## config.mk

```make
export PLATFORM = sky130hd
export DESIGN_NAME = uart_rx_msg_calc
export DESIGN_NICKNAME = d
export VERILOG_FILES = /design/src/rtl/uart_rx_msg_calc.sv
export SDC_FILE = /design/constraint.sdc
export NUM_CORES = 1
export LEC_CHECK = 0
export BUFFER_PORTS_ARGS = -buffer_cell sky130_fd_sc_hd__buf_4
export CAP_MARGIN = 20
export CORE_ASPECT_RATIO = 0.9
export CORE_MARGIN = 2
export CORE_UTILIZATION = 60
export CTS_BUF_LIST = sky130_fd_sc_hd__clkbuf_4 sky130_fd_sc_hd__clkbuf_8
export CTS_CLUSTER_SIZE = 40
export DETAILED_ROUTE_END_ITERATION = 12
export GPL_TIMING_DRIVEN = 1
export MAX_ROUTING_LAYER = met4
export PLACE_DENSITY_LB_ADDON = 0.08
export SETUP_SLACK_MARGIN = 0.5
export SLEW_MARGIN = 25
export SYNTH_ARGS = -nofsm -noshare
export SYNTH_HDL_FRONTEND = slang
export SYNTH_SLANG_ARGS = --single-unit
```

## constraint.sdc

```tcl
create_clock -name clk -period 5.2 [get_ports clk]
set_input_delay 1.04 -clock clk [delete_from_list [all_inputs] [get_ports clk]]
set_output_delay 1.04 -clock clk [all_outputs]
set_load 0.02 [all_outputs]
```

## src/rtl/uart_rx_msg_calc.sv

```systemverilog
// uart_rx_msg_calc
//   UART receive path for the calculator frame. It deserialises 8N1 characters
//   from rxd_pin and collects them into an M-bit message buffer. A message
//   completes when the terminator character arrives or when the buffer fills.
//
// Ports
//   clk        : system clock, rising edge
//   reset      : asynchronous active-low reset
//   rxd_pin    : UART serial input (idle high), asynchronous to clk
//   byte_data  : last correctly framed character
//   byte_valid : one-cycle pulse when byte_data updates
//   msg_data   : completed message, last character in [N-1:0]
//   msg_len    : number of characters in msg_data (1..M/N)
//   msg_valid  : one-cycle pulse when msg_data/msg_len update
//   frame_err  : one-cycle pulse on a bad stop bit
//   led        : [0] busy, [1] toggles per message, [2] sticky framing error,
//                [3] buffer non-empty
module uart_rx_msg_calc #(
  parameter int             CLKS_PER_BIT = 10417,
  parameter int             N            = 8,
  parameter int             M            = 128,
  parameter logic [N-1:0]   TERM         = 8'h0D
) (
  input  logic         clk,
  input  logic         reset,
  input  logic         rxd_pin,
  output logic [N-1:0] byte_data,
  output logic         byte_valid,
  output logic [M-1:0] msg_data,
  output logic [4:0]   msg_len,
  output logic         msg_valid,
  output logic         frame_err,
  output logic [3:0]   led
);

  localparam int CW  = (CLKS_PER_BIT > 1) ? $clog2(CLKS_PER_BIT) : 1;
  localparam int IW  = (N > 1) ? $clog2(N) : 1;
  localparam int CAP = M / N;

  localparam logic [CW-1:0] BIT_LAST  = CW'(CLKS_PER_BIT - 1);
  localparam logic [CW-1:0] HALF_LAST = CW'(CLKS_PER_BIT / 2 - 1);
  localparam logic [IW-1:0] IDX_LAST  = IW'(N - 1);
  localparam logic [4:0]    CAP_LAST  = 5'(CAP - 1);
  localparam logic [4:0]    CAP_LEN   = 5'(CAP);

  typedef enum logic [1:0] {
    IDLE  = 2'd0,
    START = 2'd1,
    DATA  = 2'd2,
    STOP  = 2'd3
  } state_t;

  // Two-flop synchroniser; both flops reset to the idle line level so a reset
  // never looks like a start bit.
  logic rx_meta_q, rx_s_q;

  always_ff @(posedge clk or negedge reset) begin
    if (!reset) begin
      rx_meta_q <= 1'b1;
      rx_s_q    <= 1'b1;
    end else begin
      rx_meta_q <= rxd_pin;
      rx_s_q    <= rx_meta_q;
    end
  end

  // Receiver FSM with registered outputs.
  state_t          state_q;
  logic [CW-1:0]   clk_cnt_q;
  logic [IW-1:0]   bit_idx_q;
  logic [N-1:0]    shift_q;
  logic [N-1:0]    byte_data_q;
  logic            byte_valid_q;
  logic            frame_err_q;
  logic            ferr_sticky_q;

  always_ff @(posedge clk or negedge reset) begin
    if (!reset) begin
      state_q       <= IDLE;
      clk_cnt_q     <= '0;
      bit_idx_q     <= '0;
      shift_q       <= '0;
      byte_data_q   <= '0;
      byte_valid_q  <= 1'b0;
      frame_err_q   <= 1'b0;
      ferr_sticky_q <= 1'b0;
    end else begin
      byte_valid_q <= 1'b0;
      frame_err_q  <= 1'b0;
      case (state_q)
        IDLE: begin
          clk_cnt_q <= '0;
          bit_idx_q <= '0;
          if (!rx_s_q) state_q <= START;
        end
        START: begin
          // Re-check the line at mid start bit to reject short glitches.
          if (clk_cnt_q == HALF_LAST) begin
            clk_cnt_q <= '0;
            bit_idx_q <= '0;
            state_q   <= rx_s_q ? IDLE : DATA;
          end else begin
            clk_cnt_q <= clk_cnt_q + 1'b1;
          end
        end
        DATA: begin
          if (clk_cnt_q == BIT_LAST) begin
            clk_cnt_q          <= '0;
            shift_q[bit_idx_q] <= rx_s_q;
            if (bit_idx_q == IDX_LAST) begin
              state_q <= STOP;
            end else begin
              bit_idx_q <= bit_idx_q + 1'b1;
            end
          end else begin
            clk_cnt_q <= clk_cnt_q + 1'b1;
          end
        end
        STOP: begin
          // Leaving at mid stop bit gives IDLE half a bit of margin, so a
          // start bit immediately following the stop bit is still caught.
          if (clk_cnt_q == BIT_LAST) begin
            clk_cnt_q <= '0;
            state_q   <= IDLE;
            if (rx_s_q) begin
              byte_data_q  <= shift_q;
              byte_valid_q <= 1'b1;
            end else begin
              frame_err_q   <= 1'b1;
              ferr_sticky_q <= 1'b1;
            end
          end else begin
            clk_cnt_q <= clk_cnt_q + 1'b1;
          end
        end
        default: state_q <= IDLE;
      endcase
    end
  end

  // Message assembler, driven by the registered byte_valid pulse.
  logic [M-1:0] buf_q, buf_d;
  logic [4:0]   cnt_q, cnt_d;
  logic [M-1:0] msg_data_q, msg_data_d;
  logic [4:0]   msg_len_q, msg_len_d;
  logic         msg_valid_q, msg_valid_d;
  logic         led1_q, led1_d;
  logic [M-1:0] shifted;

  assign shifted = {buf_q[M-N-1:0], byte_data_q};

  always_comb begin
    buf_d       = buf_q;
    cnt_d       = cnt_q;
    msg_data_d  = msg_data_q;
    msg_len_d   = msg_len_q;
    msg_valid_d = 1'b0;
    led1_d      = led1_q;
    if (byte_valid_q) begin
      if (byte_data_q == TERM) begin
        // A terminator on an empty buffer (including right after a
        // full-buffer completion) is a no-op.
        if (cnt_q != 5'd0) begin
          msg_data_d  = buf_q;
          msg_len_d   = cnt_q;
          msg_valid_d = 1'b1;
          led1_d      = ~led1_q;
          buf_d       = '0;
          cnt_d       = '0;
        end
      end else if (cnt_q == CAP_LAST) begin
        msg_data_d  = shifted;
        msg_len_d   = CAP_LEN;
        msg_valid_d = 1'b1;
        led1_d      = ~led1_q;
        buf_d       = '0;
        cnt_d       = '0;
      end else begin
        buf_d = shifted;
        cnt_d = cnt_q + 5'd1;
      end
    end
  end

  always_ff @(posedge clk or negedge reset) begin
    if (!reset) begin
      buf_q       <= '0;
      cnt_q       <= '0;
      msg_data_q  <= '0;
      msg_len_q   <= '0;
      msg_valid_q <= 1'b0;
      led1_q      <= 1'b0;
    end else begin
      buf_q       <= buf_d;
      cnt_q       <= cnt_d;
      msg_data_q  <= msg_data_d;
      msg_len_q   <= msg_len_d;
      msg_valid_q <= msg_valid_d;
      led1_q      <= led1_d;
    end
  end

  assign byte_data  = byte_data_q;
  assign byte_valid = byte_valid_q;
  assign frame_err  = frame_err_q;
  assign msg_data   = msg_data_q;
  assign msg_len    = msg_len_q;
  assign msg_valid  = msg_valid_q;
  assign led        = {(cnt_q != 5'd0), ferr_sticky_q, led1_q, (state_q != IDLE)};

endmodule

```

==> results.md <==
- Status: complete, no violations
- DP Area: 15100 um^2
- Area contributors post-synth: dfrtp_1 55%, mux2_1 13%, nand2_1 7.2%
- Minimum clock period: 3.25 ns
- WL/cell: 17.1 um
- Root Buffer: clkbuf_8
- Critical Path End: msg_data[69]
- Critical path origin: cnt_q[1]
- Sequential share of the synthesized area: 0.556
- Critical Path, Cell by Cell: ha_1 > nand4b_1 > nor2_1 > mux2i_4 > inv_6 > buf_4 > mux2_2
- Worst setup EP type: flip-flop
- Max Buffers Root-to-Sink: 3
- Grt ovf: 0
- Class of the most critical hold timing path: reg2reg
- Top cell family by delay on the critical path: buffers and inverters
- Clk_skew: 0.0200 ns
- CTS tree: done
- Worst skew pair latency: 0.56 ns
- Final Power: 0.00460 W
- Chip height: 148 um
- Synthesis Warnings: 0
- Fin. max-slew vios: 0
- Setup_tns: 0 ns
- Arr. time, crit path: 3.70 ns
- CP Launch Type: flip-flop
- CTS HTree Levels: 2
- CP Depth: 7
- Final wirelength: 28.3 mm
- Share of cells above drive strength 1: 0.267
- Cell Area, Synth: 13900 um^2
- Slew @ Worst Pin: 0.940 ns
- PortBufs: 150
- Tcrit/Tclk final: 0.625
- Slowest CP cell: inv_6
- Top cell type's share of synthesized area: 0.552
- Largest net degree at the start of global routing: 209
- WP data required: 5.64 ns
- CP bufs+invs: 2
- Clk sinks: 308
- Via density per instance: 5.46
- Final GP Congestion: 0.827
- Max incr delay on CP: 0.67 ns
- Leakage: 8.00 nW
- Post-synth EDFFs: 0
- FF-to-FF End: msg_data[69]
- Reg2reg path depth: 7
- R2R Path Start: cnt_q[1]
- Fmax: 0.308 GHz
- I/O pin total: 151
- Yosys cell types: 55
- Finished Cell Area: 16100 um^2
- Wire length of the first global-routing pass: 47.3 mm
- Die area: 24300 um^2
- Cell count after synthesis: 1199
- Gr usage total: 0.249
- Syn nets: 1208
- Hold_buf cts: 0
- Layout area overhead: 16.2%
- Asr flop ratio synth: 1.00
- Cts bufs inserted: 50
- Pwr per Cell Area: 286 nW/um^2
- Reg2reg setup slack: 1.95 ns
- Net count, final: 1339
- Final Hold Viols: 0
- DRC viols: 0
- Core ar.: 22600 um^2
- Vias in the first global route: 9148
- RSZ-0062 raised after global routing: no
- Yosys reg bits: 308
- Postcts setup bufs: 0
- DRT iter0 DRCs: 644
- Die width: 164 um
- Avg Inst Size Synth: 11.6 um^2
- Ant. Diodes: 0
- Final setup viols: 0
- DRT Pass-1 Iters: 6
- Initial Util: 0.614
- Maxcap violations: 0
- Row count: 52
- CP max FO: 90
- Resize count post-CTS: 0
- Vias: 9061
- Critical path class: reg2reg
- Cell taking the most area after synthesis: dfrtp_1
- Post-synth top flop: dfrtp_1
- Remaining antenna violation count: 0
- Hpwl dp: 17.7 mm
- Initial antenna violation count: 0
- Normalized max-slew margin: 0.373
- Worst VDD drop: 0.000235 V
- Clock slew at reported path FFs: 0.06 ns
registers in the layout (all words and copies together) (netlist names), named ones only:
name / count
byte_valid: 1
frame_err: 1
msg_valid: 1
ferr_sticky_q: 1
buf_q: 128
shift_q: 8
cnt_q: 5
state_q: 1
clk_cnt_q: 14
bit_idx_q: 3
rx_meta_q: 1
byte_data: 8
led1_q: 1
rx_s_q: 1
msg_len: 5
msg_data: 128
worst min path at each step:
stage               startpoint  endpoint  slack, ns  depth (start not counted)
finish               rx_meta_q    rx_s_q       0.36                          0
detailed placement   rx_meta_q    rx_s_q       0.35                          0
floorplan            rx_meta_q    rx_s_q       0.35                          0
global placement     rx_meta_q    rx_s_q       0.35                          0
global route         rx_meta_q    rx_s_q       0.36                          0
CTS                  rx_meta_q    rx_s_q       0.36                          0
layout make-up:
class	count	area, um^2
flip-flops and latches	308	7710
fillers	1628	6470
multi-input cells	794	5680
repair buffers	161	1240
clock buffers	83	1020
well taps	297	372
inverters	15	61.3
clock inverters	3	20.0
power breakdown:
group	leakage, nW	internal (W)	switching [W]	total (W)
Sequential	4.28	0.00240	0.00000151	0.00240
Combinational	3.17	0.00000462	0.0000455	0.0000502
Clock	0.549	0.00122	0.000927	0.00215
Total	8.00	0.00363	0.000974	0.00460
cell families after synthesis:
kind of cell               count (synthesis)  synth area share
and+or+nand+nor                          353             0.111
xor gates and xnor gates                  14           0.00885
adders and majority gates                  6           0.00542
AOI/OAI and AO/OA                        153            0.0610
muxes                                    268             0.223
buffers and inverters                     97            0.0345
DFF                                      308             0.556
cell usage in the layout, fill, tap and decap left out, types with 3 or more instances in the layout:
cell type,n
a21oi_1,7
dfrtp_1,306
clkbuf_8,63
a32o_1,4
buf_4,158
xor2_1,3
clkbuf_4,20
xnor2_1,11
nor3_1,6
mux2_1,160
nand4b_1,4
and2_1,3
nor2b_1,6
o21ai_1,88
nand4_1,11
mux2_4,20
mux2_2,82
ha_1,6
nor2_1,22
nor4_1,5
inv_1,14
nand2_1,267
mux2i_1,5
a211o_1,3
o21ai_0,42
nand3_1,9
worst reg2reg max path: cells and delay by family (launching register included):
family	cells	cell delay [ns]
fa+ha+maj	1	0.23
buf+inv	2	1.29
flops	1	0.40
mux	2	0.60
simple gates	2	0.61
Yosys cell counts (2+ instances only):
| master | n |
|---|---|
| a211o_1 | 3 |
| a21oi_1 | 7 |
| a32o_1 | 4 |
| and2_1 | 3 |
| and3_1 | 2 |
| buf_1 | 2 |
| buf_2 | 25 |
| buf_4 | 12 |
| buf_6 | 5 |
| clkbuf_1 | 38 |
| dfrtp_1 | 306 |
| dfstp_2 | 2 |
| ha_1 | 6 |
| inv_1 | 14 |
| mux2_1 | 160 |
| mux2_2 | 82 |
| mux2_4 | 20 |
| mux2i_1 | 5 |
| nand2_1 | 267 |
| nand2b_1 | 2 |
| nand3_1 | 9 |
| nand3b_1 | 2 |
| nand4_1 | 11 |
| nand4b_1 | 4 |
| nor2_1 | 22 |
| nor2b_1 | 6 |
| nor3_1 | 6 |
| nor4_1 | 5 |
| o211ai_1 | 2 |
| o21ai_0 | 42 |
| o21ai_1 | 88 |
| or2_1 | 2 |
| xnor2_1 | 11 |
| xor2_1 | 3 |
routing by layer:
layer / up-vias / track usage / share of wire
li1: 4384 / - / -
met1: 4453 / 0.355 / 0.47
met2: 184 / 0.372 / 0.46
met3: 40 / 0.0485 / 0.049
met4: 0 / 0.0662 / 0.017
met5: - / - / 0
per-stage QoR:
| stage | setup WS, ns | instances | hold WS (ns) | utilization |
|---|---|---|---|---|
| detailed placement | 1.95 | 1575 | 0.347 | 0.667 |
| floorplan | 2.77 | 1199 | 0.345 | - |
| global route | 1.60 | 1661 | 0.362 | 0.713 |
| finish | 1.95 | 1661 | 0.359 | 0.713 |
| global placement | 2.01 | 1575 | 0.346 | 0.667 |
| CTS | 1.93 | 1661 | 0.358 | 0.713 |
Note: power is estimated with default switching activity, not from simulation.
